--- config.mk ---
export PLATFORM = sky130hd
export DESIGN_NAME = rotator_arbiter
export DESIGN_NICKNAME = d
export VERILOG_FILES = /design/src/rtl/rotator_arbiter_pkg.sv /design/src/rtl/ror8.sv /design/src/rtl/rotator_arbiter.sv
export SDC_FILE = /design/constraint.sdc
export NUM_CORES = 1
export LEC_CHECK = 0
export ABC_AREA = 1
export BUFFER_PORTS_ARGS = -buffer_cell sky130_fd_sc_hd__clkbuf_2
export CORE_UTILIZATION = 43
export CTS_CLUSTER_SIZE = 14
export DETAILED_ROUTE_END_ITERATION = 8
export GPL_ROUTABILITY_DRIVEN = 1
export GPL_TIMING_DRIVEN = 0
export PLACE_DENSITY = 0.76
export REMOVE_ABC_BUFFERS = 1
export SYNTH_ARGS = -nofsm -noshare
export SYNTH_HDL_FRONTEND = slang
export SYNTH_SLANG_ARGS = --single-unit
--- constraint.sdc ---
create_clock -name clk -period 3.5 [get_ports clk]
set_clock_uncertainty 0.05 [all_clocks]
set_input_delay 0.7 -clock clk [delete_from_list [all_inputs] [get_ports clk]]
set_output_delay 0.7 -clock clk [all_outputs]
set_load 0.01 [all_outputs]
--- src/rtl/rotator_arbiter_pkg.sv ---
// Shared widths and the left-to-right rotate amount conversion used by the
// rotator arbiter and its barrel rotator.
package rotator_arbiter_pkg;

    localparam int ROT_W  = 3;
    localparam int DATA_W = 8;

    // A left rotate by n is a right rotate by the 3-bit negation of n.
    function automatic logic [ROT_W-1:0] eff_amt(input logic [ROT_W-1:0] amt,
                                                 input logic             left);
        logic [ROT_W-1:0] neg;
        neg = '0 - amt;
        return left ? neg : amt;
    endfunction

endpackage

--- src/rtl/ror8.sv ---
// Purely combinational 8-bit right rotator, three mux stages of 4, 2 and 1.
module ror8
    import rotator_arbiter_pkg::*;
(
    input  logic [DATA_W-1:0] din,
    input  logic [ROT_W-1:0]  amt,
    output logic [DATA_W-1:0] dout
);

    logic [DATA_W-1:0] stage4;
    logic [DATA_W-1:0] stage2;

    assign stage4 = amt[2] ? {din[3:0], din[7:4]}       : din;
    assign stage2 = amt[1] ? {stage4[1:0], stage4[7:2]} : stage4;
    assign dout   = amt[0] ? {stage2[0], stage2[7:1]}   : stage2;

endmodule

--- src/rtl/rotator_arbiter.sv ---
// Round-robin arbiter sharing one 8-bit barrel rotator between NUM_REQ
// requesters, with a single backpressured output register.
module rotator_arbiter
    import rotator_arbiter_pkg::*;
#(
    parameter int NUM_REQ = 4,
    parameter int ID_W    = $clog2(NUM_REQ)
) (
    input  logic                      clk,
    input  logic                      rst_n,
    input  logic [NUM_REQ-1:0]        req_valid,
    output logic [NUM_REQ-1:0]        req_ready,
    input  logic [NUM_REQ*DATA_W-1:0] req_data,
    input  logic [NUM_REQ*ROT_W-1:0]  req_amt,
    input  logic [NUM_REQ-1:0]        req_left,
    output logic                      out_valid,
    input  logic                      out_ready,
    output logic [DATA_W-1:0]         out_data,
    output logic [ID_W-1:0]           out_id,
    output logic [ROT_W-1:0]          out_amt
);

    localparam logic [ID_W:0]   NUM_REQ_W = (ID_W+1)'(NUM_REQ);
    localparam logic [ID_W-1:0] LAST_ID   = ID_W'(NUM_REQ - 1);

    logic [ID_W-1:0]   ptr;
    logic [ID_W-1:0]   gnt_id;
    logic [ID_W-1:0]   next_ptr;
    logic [ID_W:0]     cand;
    logic              gnt_found;
    logic              load_en;
    logic [DATA_W-1:0] sel_data;
    logic [DATA_W-1:0] rot_data;
    logic [ROT_W-1:0]  sel_amt;
    logic [ROT_W-1:0]  eff_k;
    logic              sel_left;

    assign load_en = !out_valid || out_ready;

    // Scan from ptr upward; cand is one bit wider so ptr+offset never
    // overflows before the modulo wrap for non-power-of-two counts.
    always_comb begin
        gnt_found = 1'b0;
        gnt_id    = '0;
        cand      = '0;
        req_ready = '0;
        if (load_en) begin
            for (int off = 0; off < NUM_REQ; off++) begin
                cand = {1'b0, ptr} + (ID_W+1)'(off);
                if (cand >= NUM_REQ_W) begin
                    cand = cand - NUM_REQ_W;
                end
                if (!gnt_found && req_valid[cand[ID_W-1:0]]) begin
                    gnt_found = 1'b1;
                    gnt_id    = cand[ID_W-1:0];
                end
            end
        end
        if (gnt_found) begin
            req_ready[gnt_id] = 1'b1;
        end
    end

    always_comb begin
        sel_data = '0;
        sel_amt  = '0;
        sel_left = 1'b0;
        for (int i = 0; i < NUM_REQ; i++) begin
            if (gnt_id == ID_W'(i)) begin
                sel_data = req_data[i*DATA_W +: DATA_W];
                sel_amt  = req_amt[i*ROT_W +: ROT_W];
                sel_left = req_left[i];
            end
        end
    end

    assign eff_k    = eff_amt(sel_amt, sel_left);
    assign next_ptr = (gnt_id == LAST_ID) ? '0 : gnt_id + ID_W'(1);

    ror8 u_ror8 (
        .din  (sel_data),
        .amt  (eff_k),
        .dout (rot_data)
    );

    // A new grant always wins over a plain drain, giving bubble-free refill.
    always_ff @(posedge clk or negedge rst_n) begin
        if (!rst_n) begin
            ptr       <= '0;
            out_valid <= 1'b0;
            out_data  <= '0;
            out_id    <= '0;
            out_amt   <= '0;
        end else if (gnt_found) begin
            ptr       <= next_ptr;
            out_valid <= 1'b1;
            out_data  <= rot_data;
            out_id    <= gnt_id;
            out_amt   <= eff_k;
        end else if (out_ready) begin
            out_valid <= 1'b0;
        end
    end

endmodule

==> results.md <==
* Status: finished with violations
* Failing checks: setup timing
* Critical path's most frequent cell: nand3_4
* CP Class: flip-flop to flip-flop
* Fin crit period at 3.57 ns
* I/O Buffers at 72
* RSZ-0062 raised after global routing: true
* All-Layer GR Usage at 24.4%
* Layout cell share with drive strength beyond 1 at 55.8%
* Syn avg cell area at 6.18 um^2
* Min setup slack post-route at -0.0704 ns
* Die Ht at 63.8 um
* Fin Hold WS at 0.309 ns
* CTS tree: built
* Number of max-cap violations at 0
* Area growth syn-to-layout at 75.0%
* Max Freq at 0.280 GHz
* Initial Utilization at 44.9%
* Syn Inst Count at 266
* Routed WL at 6.55 mm
* Placed Instances at 376
* Die Wd at 63.8 um
* Fill count at 248
* Warnings, synthesis at 0
* GRT overflow at 0
* Final setup fails at 8
* Cell Rows at 22
* DRT iter0 DRCs at 158
* CTS Buffer Depth at 2
* Vias/cell at 5.56
* Mapped Area at 1640 um^2
* Worst min path class: input port to async pin
* Vias at 2,292
* Final Cycle Share at 102%
* Worst Setup Start Kind: flip-flop
* Worst-path clk slew at 0.06 ns
* CTS buffer count at 3
* H-tree levels at 1
* Crit-path max FO at 8
* Reg area at 402 um^2
* Worst slew margin at 67.5%
* Routed wire length per instance at 15.9 um
* Antenna Cells at 0
* Die footprint at 4070 um^2
* Final Max Slew Viols at 0
* R2R setup slack at -0.07 ns
* Drc violations at 0
* Vias in the first global route at 1,826
* Global-route wire length before repair at 7.91 mm
* Sequential element share of the synthesized area at 24.4%
* Nets@finish at 425
* Num ports at 73
* Hold Vio Cnt, Final at 0
* Crit path DAT at 3.66 ns
* TritonCTS Sinks at 16
* GP Congestion at 0.906
* Worst-margin pin slew at 0.488 ns
* Post-route antenna net violation count at 0
* Max stage delay cell, worst path: dfrtp_2
* Crit end category: flip-flop
* DP HPWL at 3.32 mm
* Distinct cell type count after synthesis at 27
* Area of the multi-input gates at 1670 um^2
* Drt pass-1 iters at 6
* Flops & latches, synth at 16
* Cell Chain, Critical Path: buf_6 > xor2_4 > nand2_2 > o21ai_4 > nor2_4 > nand2_2 > nor2_2 > nor2_1 > nor2_2 > buf_6 > buf_4 > ha_4 > buf_6 > nor2_2 > a22oi_2 > ha_4 > inv_4 > nand3_4 > nand3_4 > nand3_4 > nand3_4 > nand3_2 > nand3_2
* Worst EP required at 3.59 ns
* Worst path max stage delay at 0.42 ns
* Core area at 3660 um^2
* Layout Cells excl Fill at 412
* Setup TNS at -0.369 ns
* Clock Latency Late Sink at 0.25 ns
* Initial antenna violation count at 0
* Root buffer cell: clkbuf_8
* Pin count of the biggest net entering global routing at 17
-- routing by layer --
metal	vias to the layer above	routed length [um]	track usage, %	part of all wire (%)
met5	-	0	0	0
met4	0	235	2.84	3.6
met3	26	488	4.82	7.5
met2	138	3320	43.0	51
met1	1038	2500	31.5	38
li1	1090	-	-	-
-- sequential cells by signal, indices dropped and copies added, names as in the netlist --
register,cells
out_id,2
out_data,8
out_valid,1
out_amt,3
ptr,2
-- cells in the final DEF (no fill, tap or decap), types with 2 or more instances in the layout --
cell,count
inv_4,4
o21ai_4,5
o21ai_1,5
o21ai_0,9
nand2_1,66
nand3_4,15
a21oi_2,2
clkbuf_2,74
buf_6,4
nand2_4,4
a21oi_1,18
nand2_8,2
inv_2,7
buf_2,2
clkbuf_8,4
nand3_1,15
o21ai_2,3
nor2_2,4
dfrtp_1,15
nor2_1,22
nand2_2,7
buf_4,20
inv_1,8
nand3_2,34
ha_4,5
-- cell families after synthesis --
| kind of cell | after synthesis | share of synthesized area, % |
|---|---|---|
| compound gates | 44 | 14.7 |
| xor+xnor | 2 | 1.52 |
| fa+ha+maj | 5 | 3.81 |
| buf+inv | 29 | 9.06 |
| flops | 16 | 24.4 |
| simple gates | 170 | 46.5 |
-- layout make-up --
class / instances / share of cell area (%)
tap: 48 / 2.09
inverter: 19 / 2.83
multi-input combinational: 223 / 58.0
clock buffer: 4 / 1.91
timing repair buffer: 102 / 21.2
sequential: 16 / 14.0
-- Yosys cell counts --
library cell / instances / area (um^2)
a21oi_1: 20 / 100
a22oi_1: 1 / 7.51
a31oi_1: 1 / 6.26
buf_12: 1 / 20.0
buf_2: 5 / 25.0
buf_6: 2 / 22.5
clkbuf_1: 2 / 7.51
dfrtp_1: 16 / 400
ha_1: 5 / 62.6
inv_1: 13 / 48.8
inv_2: 5 / 18.8
inv_4: 1 / 6.26
nand2_1: 74 / 278
nand2_2: 3 / 18.8
nand2_4: 1 / 11.3
nand3_1: 63 / 315
nand3_2: 1 / 10.0
nor2_1: 25 / 93.8
nor2_2: 1 / 6.26
nor2_4: 1 / 11.3
nor2_8: 1 / 20.0
o21ai_0: 12 / 60.1
o21ai_1: 5 / 25.0
o21ai_2: 4 / 35.0
o21bai_1: 1 / 7.51
xnor2_1: 1 / 8.76
xor2_2: 1 / 16.3
-- worst paths after layout --
kind,cells after the start,startpoint,to
setup / recovery,23,ptr[0],out_data[2]
setup reg to reg,23,ptr[0],out_data[2]
max in group asynchronous,1,rst_n,ptr[0]
min in group clk,2,out_id[1],out_id[1]
hold reg to reg,2,out_id[1],out_id[1]
hold / removal,1,rst_n,out_data[0]
-- repair_timing --
item                                    CTS  global route
gates resized for setup                  21           102
hold buffers                              0             0
cloned                                    1             1
setup buffers                             3            27
pin swaps                                 2            30
endpoints found under the setup margin   15            10
-- worst max-delay path, delay by kind of cell, from the launching register on --
| family | cells | cell delay [ns] |
|---|---|---|
| adders and majority gates | 2 | 0.39 |
| DFF | 1 | 0.42 |
| AOI/OAI and AO/OA | 2 | 0.28 |
| and+or+nand+nor | 13 | 1.52 |
| xor gates and xnor gates | 1 | 0.21 |
| buffers and inverters | 5 | 0.58 |
-- through the flow --
| step | setup slack, ns | area (um^2) | util, % |
|---|---|---|---|
| 2_1_floorplan | -0.278 | 1570 | - |
| 3_3_place_gp | -0.969 | 1990 | 54.3 |
| 3_5_place_dp | -1.02 | 1990 | 54.3 |
| 4_1_cts | 0.0516 | 2180 | 59.5 |
| 5_1_grt | -0.219 | 2880 | 78.5 |
| 6_report | -0.0704 | 2880 | 78.5 |
Power is left out: the tool's default activity adds up to more than one toggle a clock period on the data nets, which glitch-free logic cannot reach.
